$ cat config.mk
export PLATFORM = sky130hd
export DESIGN_NAME = iir_coeff_ctrl
export DESIGN_NICKNAME = d
export VERILOG_FILES = /design/src/rtl/iir_coeff_ctrl.sv
export SDC_FILE = /design/constraint.sdc
export NUM_CORES = 1
export LEC_CHECK = 0
export CORE_AREA = 3 3 142 144
export CTS_CLUSTER_DIAMETER = 80
export DETAILED_ROUTE_END_ITERATION = 12
export DIE_AREA = 0 0 145 147
export PLACE_DENSITY = 0.62
export SETUP_SLACK_MARGIN = 0.3
export SYNTH_ARGS = -nofsm -noshare
export SYNTH_HDL_FRONTEND = slang
export SYNTH_SLANG_ARGS = --single-unit
$ cat constraint.sdc
create_clock -name clk -period 3.4 [get_ports clk]
set_input_delay 1.02 -clock clk [delete_from_list [all_inputs] [get_ports clk]]
set_output_delay 1.02 -clock clk [all_outputs]
set_load 0.005 [all_outputs]
$ cat src/rtl/iir_coeff_ctrl.sv
// rtl/iir_coeff_ctrl.sv - shadow/active coefficient bank controller for a direct form I IIR filter
// Writes land in a shadow bank; a commit swaps the whole bank into the active ports at a sample boundary.

module iir_coeff_ctrl #(
    parameter int N            = 2,
    parameter int COEFF_WIDTH  = 16,
    parameter int Q            = 14,
    parameter int ADDR_WIDTH   = 4,
    parameter int FLUSH_CYCLES = 3
) (
    input  logic                         clk,
    input  logic                         rst_n,
    input  logic                         wr_en,
    input  logic [ADDR_WIDTH-1:0]        wr_addr,
    input  logic [COEFF_WIDTH-1:0]       wr_data,
    output logic                         wr_ready,
    input  logic                         commit,
    input  logic                         flush_en,
    input  logic                         abort,
    input  logic                         sample_strobe,
    output logic [COEFF_WIDTH*(N+1)-1:0] packed_b_coeffs,
    output logic [COEFF_WIDTH*N-1:0]     packed_a_coeffs,
    output logic                         filt_rst_n,
    output logic                         busy,
    output logic                         commit_done,
    output logic                         addr_err
);

    localparam logic [1:0] ST_IDLE  = 2'd0;
    localparam logic [1:0] ST_ARMED = 2'd1;
    localparam logic [1:0] ST_FLUSH = 2'd2;
    localparam logic [1:0] ST_DONE  = 2'd3;

    localparam int CNT_W = $clog2(FLUSH_CYCLES + 1);
    localparam logic [CNT_W-1:0]       FLUSH_LOAD = CNT_W'(FLUSH_CYCLES);
    localparam logic [ADDR_WIDTH-1:0]  MAX_ADDR   = ADDR_WIDTH'(2 * N);
    localparam logic [COEFF_WIDTH-1:0] UNITY      = COEFF_WIDTH'(1) << Q;

    logic [1:0]             state_q, state_d;
    logic [COEFF_WIDTH-1:0] shadow_b_q [0:N];
    logic [COEFF_WIDTH-1:0] shadow_b_d [0:N];
    logic [COEFF_WIDTH-1:0] shadow_a_q [0:N-1];
    logic [COEFF_WIDTH-1:0] shadow_a_d [0:N-1];
    logic [COEFF_WIDTH-1:0] active_b_q [0:N];
    logic [COEFF_WIDTH-1:0] active_b_d [0:N];
    logic [COEFF_WIDTH-1:0] active_a_q [0:N-1];
    logic [COEFF_WIDTH-1:0] active_a_d [0:N-1];
    logic                   flush_flag_q, flush_flag_d;
    logic [CNT_W-1:0]       flush_cnt_q, flush_cnt_d;
    logic                   filt_rst_n_q, filt_rst_n_d;
    logic                   addr_err_q, addr_err_d;

    always_comb begin
        state_d      = state_q;
        shadow_b_d   = shadow_b_q;
        shadow_a_d   = shadow_a_q;
        active_b_d   = active_b_q;
        active_a_d   = active_a_q;
        flush_flag_d = flush_flag_q;
        flush_cnt_d  = flush_cnt_q;
        addr_err_d   = addr_err_q;

        case (state_q)
            ST_IDLE: begin
                // A write in the same cycle as commit still lands and joins the committed set.
                if (wr_en) begin
                    if (wr_addr > MAX_ADDR) begin
                        addr_err_d = 1'b1;
                    end else begin
                        for (int i = 0; i <= N; i++) begin
                            if (wr_addr == ADDR_WIDTH'(i)) shadow_b_d[i] = wr_data;
                        end
                        for (int i = 0; i < N; i++) begin
                            if (wr_addr == ADDR_WIDTH'(N + 1 + i)) shadow_a_d[i] = wr_data;
                        end
                    end
                end
                if (commit) begin
                    state_d      = ST_ARMED;
                    flush_flag_d = flush_en;
                end
            end
            ST_ARMED: begin
                if (abort) begin
                    state_d = ST_IDLE;
                end else if (sample_strobe) begin
                    active_b_d = shadow_b_q;
                    active_a_d = shadow_a_q;
                    if (flush_flag_q) begin
                        state_d     = ST_FLUSH;
                        flush_cnt_d = FLUSH_LOAD;
                    end else begin
                        state_d = ST_DONE;
                    end
                end
            end
            ST_FLUSH: begin
                if (flush_cnt_q <= CNT_W'(1)) begin
                    state_d     = ST_DONE;
                    flush_cnt_d = '0;
                end else begin
                    flush_cnt_d = flush_cnt_q - CNT_W'(1);
                end
            end
            default: begin
                addr_err_d = 1'b0;
                state_d    = ST_IDLE;
            end
        endcase

        // Registered so the filter reset is glitch-free and low for every FLUSH cycle.
        filt_rst_n_d = (state_d != ST_FLUSH);
    end

    always_ff @(posedge clk or negedge rst_n) begin
        if (!rst_n) begin
            state_q      <= ST_IDLE;
            flush_flag_q <= 1'b0;
            flush_cnt_q  <= '0;
            filt_rst_n_q <= 1'b0;
            addr_err_q   <= 1'b0;
            for (int i = 0; i <= N; i++) begin
                shadow_b_q[i] <= (i == 0) ? UNITY : '0;
                active_b_q[i] <= (i == 0) ? UNITY : '0;
            end
            for (int i = 0; i < N; i++) begin
                shadow_a_q[i] <= '0;
                active_a_q[i] <= '0;
            end
        end else begin
            state_q      <= state_d;
            flush_flag_q <= flush_flag_d;
            flush_cnt_q  <= flush_cnt_d;
            filt_rst_n_q <= filt_rst_n_d;
            addr_err_q   <= addr_err_d;
            shadow_b_q   <= shadow_b_d;
            shadow_a_q   <= shadow_a_d;
            active_b_q   <= active_b_d;
            active_a_q   <= active_a_d;
        end
    end

    always_comb begin
        packed_b_coeffs = '0;
        packed_a_coeffs = '0;
        for (int i = 0; i <= N; i++) begin
            packed_b_coeffs[COEFF_WIDTH*i +: COEFF_WIDTH] = active_b_q[i];
        end
        for (int i = 0; i < N; i++) begin
            packed_a_coeffs[COEFF_WIDTH*i +: COEFF_WIDTH] = active_a_q[i];
        end
    end

    assign wr_ready    = (state_q == ST_IDLE);
    assign busy        = (state_q == ST_ARMED) || (state_q == ST_FLUSH);
    assign commit_done = (state_q == ST_DONE);
    assign filt_rst_n  = filt_rst_n_q;
    assign addr_err    = addr_err_q;

endmodule

-- After elaboration in Yosys (flattened, before gate mapping)
Cells that the tools add are included.
W data, S select, Z words.
- word-level logic and storage cells: 62
- register bits: 167
- bits of input ports: 27
- output and inout bits: 85
- eq/ne operators: 13
- mux-type cells: 14
- bitwise logic cells: 3
- add/sub/neg operators: 1
- reductions and logical operators: 14
- magnitude comparators: 2
- operator list (kind ; count):
    $reduce_and A4 Y1 ; 6
    $mux W2 ; 8
    $ne A2 B2 Y1 const B ; 5
    $eq A4 B2 Y1 const B ; 2
    $pmux W2 S3 ; 1
    $reduce_and A3 Y1 ; 2
    $eq A2 B2 Y1 const B ; 2
    $eq A4 B1 Y1 const B ; 1
    $eq A4 B3 Y1 const B ; 1
    $gt A4 B3 Y1 const B ; 1
    $logic_not A4 Y1 ; 1
    $pmux W2 S2 ; 1
    $mux W1 ; 3
    $not A1 Y1 ; 3
    $eq A2 B1 Y1 const B ; 1
    $le A2 B1 Y1 const B ; 1
    $logic_not A2 Y1 ; 1
    $ne A2 B1 Y1 const B ; 1
    $pmux W1 S2 ; 1
    $reduce_and A2 Y1 ; 1
    $reduce_bool A2 Y1 ; 1
    $reduce_or A2 Y1 ; 1
    $sub A2 B1 Y2 const B ; 1
    $logic_or A1 B1 Y1 ; 1

-- Depth between registers and ports, before layout
- depth in word-level cells: 5
- depth in mapped cells: 7
- depth with buffers taken out: 5

-- Worst setup path after synthesis
OpenSTA, ideal clock, no wires.
- kind: in2reg
- start: input port wr_addr[3]
- end: register shadow_b_q[21] in the netlist's numbering
- setup slack: 1.199 ns
- arrival time: 2.076 ns
- path buffers: 2
- required time: 3.275 ns
- stages: 5
- setup time: 0.125 ns
- path through: nor3b_4 -> and4b_1 -> buf_6 -> buf_12 -> mux2_4
- longest elaborated chain between the ends: 3
- elaborated cells on any way between the ends: 4
- those cells by class: order compare (1); eq/ne (1); bitwise (1); reduce/logical (1)
- ends and longest elaborated chain (item ; line ; text):
    start: declaration ; 14 ; input logic [ADDR_WIDTH-1:0] wr_addr,
    $gt A4 B3 Y1 ; 67 ; if (wr_addr > MAX_ADDR) begin
    $not A1 Y1 (no line) ; - ;
    $reduce_and A4 Y1 (no line) * ; - ;
    end signal: indexed assignment ; 123 ; shadow_b_q[i] <= (i == 0) ? UNITY : '0;
    end signal: assignment ; 136 ; shadow_b_q <= shadow_b_d;
    end: declaration ; 40 ; logic [COEFF_WIDTH-1:0] shadow_b_q [0:N];
Every way passes the cells marked *; elsewhere a longest branch is shown, timed or not.
A chain may end at the register's enable or synchronous reset.

-- Final worst setup path
- start: register state_q[0]
- end: output port wr_ready
- longest elaborated chain between the ends: 1
- ends and longest elaborated chain (item ; line ; text):
    start: declaration ; 39 ; logic [1:0] state_q, state_d;
    start signal: assignment ; 131 ; state_q <= state_d;
    $logic_not A2 Y1 ; 154 ; assign wr_ready = (state_q == ST_IDLE);
    end: declaration ; 16 ; output logic wr_ready,
No other way between the ends.

==> summary.txt <==
Status
  • Outcome: completed

Clock network
  • Post-CTS Hold Fix Bufs: 0
  • Root buf cell: clkbuf_16
  • Setup Buffers After CTS: 0
  • CTS H-Tree Depth: 4
  • TritonCTS buffer count: 17
  • Sinks on the clock net: 167
  • Worst-path clk slew: 60 ps
  • TritonCTS clock tree: done
  • Worst skew pair latency: 430 ps
  • Post_cts resized: 0
  • Clock buffer depth: 2

Synthesis
  • Commonest cells in the netlist: nand2_1, dfrtp_1, mux2_2
  • Yosys top cell by area: dfrtp_1
  • Avg Inst Size Synth: 11.8 um2
  • Mapped cell area: 6620 um2
  • Synth Flop Type: dfrtp_1
  • Most frequent cell after synthesis: nand2_1
  • Post-synth ARST share: 100%
  • Ys Warns: 0
  • Synth top area share: 62.4%
  • Top post-synthesis cells by area: dfrtp_1, nand2_1, mux2_2
  • EDFF count, synth: 0
  • Netlist cell types: 32
  • Syn nets: 591
  • Sequential share of the synthesized area: 63.2%
  • #FFs+latches synth: 167
  • Post-synthesis cell count: 560

Job
  • Max-Cap Viols: 0

Routing
  • Initial drt markers: 162
  • Via count: 4,324
  • First-pass detailed-route iteration total: 4
  • Routed vias/inst: 4.58
  • ANT nets after route: 0
  • Post-route DRC: 0
  • Final wirelength: 15,200 um
  • DR WL/cell: 16.1 um

Timing
  • Setup TNS: 0 ps
  • Setup WS post-layout: 575 ps
  • Final Max Slew Viols: 0
  • Fin. Hold Viols: 0
  • RSZ-0062 raised after global routing: false
  • Worst-margin pin slew: 728 ps
  • Worst Clk Skew: 10.8 ps
  • Fin crit share: 83.1%
  • Max_slew headroom: 51.5%
  • Hold_ws: 464 ps
  • Max Freq: 354 MHz
  • Setup violators final: 0
  • Final Critical Period: 2830 ps

Place
  • Inst Count DP: 913
  • Port bufs: 111
  • DP Wirelength: 10,100 um
  • Pre-CTS setup slack: 563 ps
  • Placer Congestion: 0.737

Critical path
  • Type of the worst setup path: reg2out
  • Critical path capture point: wr_ready
  • Worst R2R Setup Slack: 1210 ps
  • RR Startpoint: state_q[0]
  • CP required: 2380 ps
  • CP startpoint: state_q[0]
  • Reg-to-Reg End: shadow_b_q[20]
  • Startpoint types: flip-flop
  • WP data arrival: 1810 ps
  • Setup crit end kind: output port
  • Reg2reg path depth: 6
  • Worst-path fanout max: 7

Power and ir drop
  • Internal: 5450 uW
  • Lkg Pwr: 0.00424 uW
  • Power Density: 871 nW/um2
  • Switching share of power: 27.5%
  • Reg power frac: 44.6%
  • Final Power: 7510 uW
  • Clk pwr share: 27.4%
  • Combinational power share: 28.0%
  • VDD IR-drop max: 0.454 mV
  • Sw power: 2060 uW

Die
  • Core area: 18,800 um2
  • Die X: 145 um
  • Initial Util: 35.1%
  • Core Rows: 50
  • Num ports: 112
  • Die Y: 147 um
  • Die area: 21,300 um2

Cells and area
  • Non-Filler Instances: 945
  • Fin nets: 703
  • Multi-input gate area: 2240 um2
  • Fillers: 1,721
  • Diode count: 0
  • Register area: 4180 um2
  • Share of cells above drive strength 1: 17.1%
  • Syn-to-layout area delta: 30.3%

Hold path
  • Hold/Removal Path Class: reg2reg

Global routing
  • Vias in the first global route: 4,590
  • Pin count of the biggest net entering global routing: 82
  • Tot GR Track Use: 14.7%
  • First-pass GRT wire length: 24,600 um
  • Antenna violations before repair: 0
  • Global route total overflow: 0
## stage by stage
stage	utilization, %	cell area, um2
CTS	45.8	8620
floorplan	-	6620
finish	45.8	8620
detailed placement	42.4	7990
global placement	42.4	7990
global route	45.8	8620
## worst min-delay path by stage
stage                   startpoint                   to  slack [ps]  cells past startpoint
2_1_floorplan        shadow_a_q[6]  packed_a_coeffs[22]         430                      2
3_3_place_gp         shadow_b_q[1]  packed_b_coeffs[33]         440                      2
3_5_place_dp        shadow_b_q[38]   packed_b_coeffs[6]         450                      2
4_1_cts             shadow_b_q[38]   packed_b_coeffs[6]         460                      2
5_1_grt        packed_b_coeffs[14]  packed_b_coeffs[14]         480                      2
6_report            shadow_b_q[38]   packed_b_coeffs[6]         460                      2
## flip-flops by register name, summed over array words and instances (netlist names)
name,cells
addr_err,1
state_q,2
packed_b_coeffs,48
flush_cnt_q,2
flush_flag_q,1
filt_rst_n,1
packed_a_coeffs,32
shadow_b_q,48
shadow_a_q,32
## layout make-up
| class | count | share of cell area, % |
|---|---|---|
| well taps | 260 | 3.77 |
| inverters | 7 | 0.305 |
| repair buffers | 119 | 14.0 |
| clock buffers | 21 | 5.34 |
| clock inverters | 11 | 2.00 |
| flip-flops and latches | 167 | 48.5 |
| multi-input cells | 360 | 26.0 |
## per-layer routing
metal | routed length, um | up-vias | GRT usage (%)
li1 | - | 2033 | -
met1 | 7020 | 2181 | 18.2
met2 | 7340 | 98 | 24.8
met3 | 678 | 12 | 4.32
met4 | 180 | 0 | 4.85
met5 | 0 | - | 0
## layout by cell type (no fill, tap or decap), drive strengths merged, types with 3 or more instances in the layout
cell type      instances
nand2                243
dfrtp                165
clkdlybuf4s50        110
mux2                  81
clkbuf                21
buf                    9
inv                    8
a21oi                  6
nor2b                  4
ha                     4
bufinv                 4
o21a                   3
o21ai                  3
clkinvlp               3
clkinv                 3
## cells by family after synthesis
| group | count (synthesis) | share of synthesized area [%] |
|---|---|---|
| simple gates | 259 | 16.1 |
| flops | 167 | 63.2 |
| mux | 81 | 15.5 |
| buf+inv | 33 | 2.89 |
| compound gates | 16 | 1.53 |
| fa+ha+maj | 4 | 0.757 |
## critical path: stages (launching register included)
cell and delay (ps):
dfrtp_1 440, inv_1 100, ha_1 290, clkdlybuf4s50_1 560
## power by group through the flow
stage | clock network [uW] | logic [uW] | registers [uW]
floorplan | 0 | 1030 | 3260
global placement | 0 | 2070 | 3340
detailed placement | 0 | 2130 | 3380
CTS | 2110 | 2140 | 3350
global route | 2190 | 2320 | 3450
finish | 2060 | 2100 | 3350
Power figures use the tool's default switching activity.
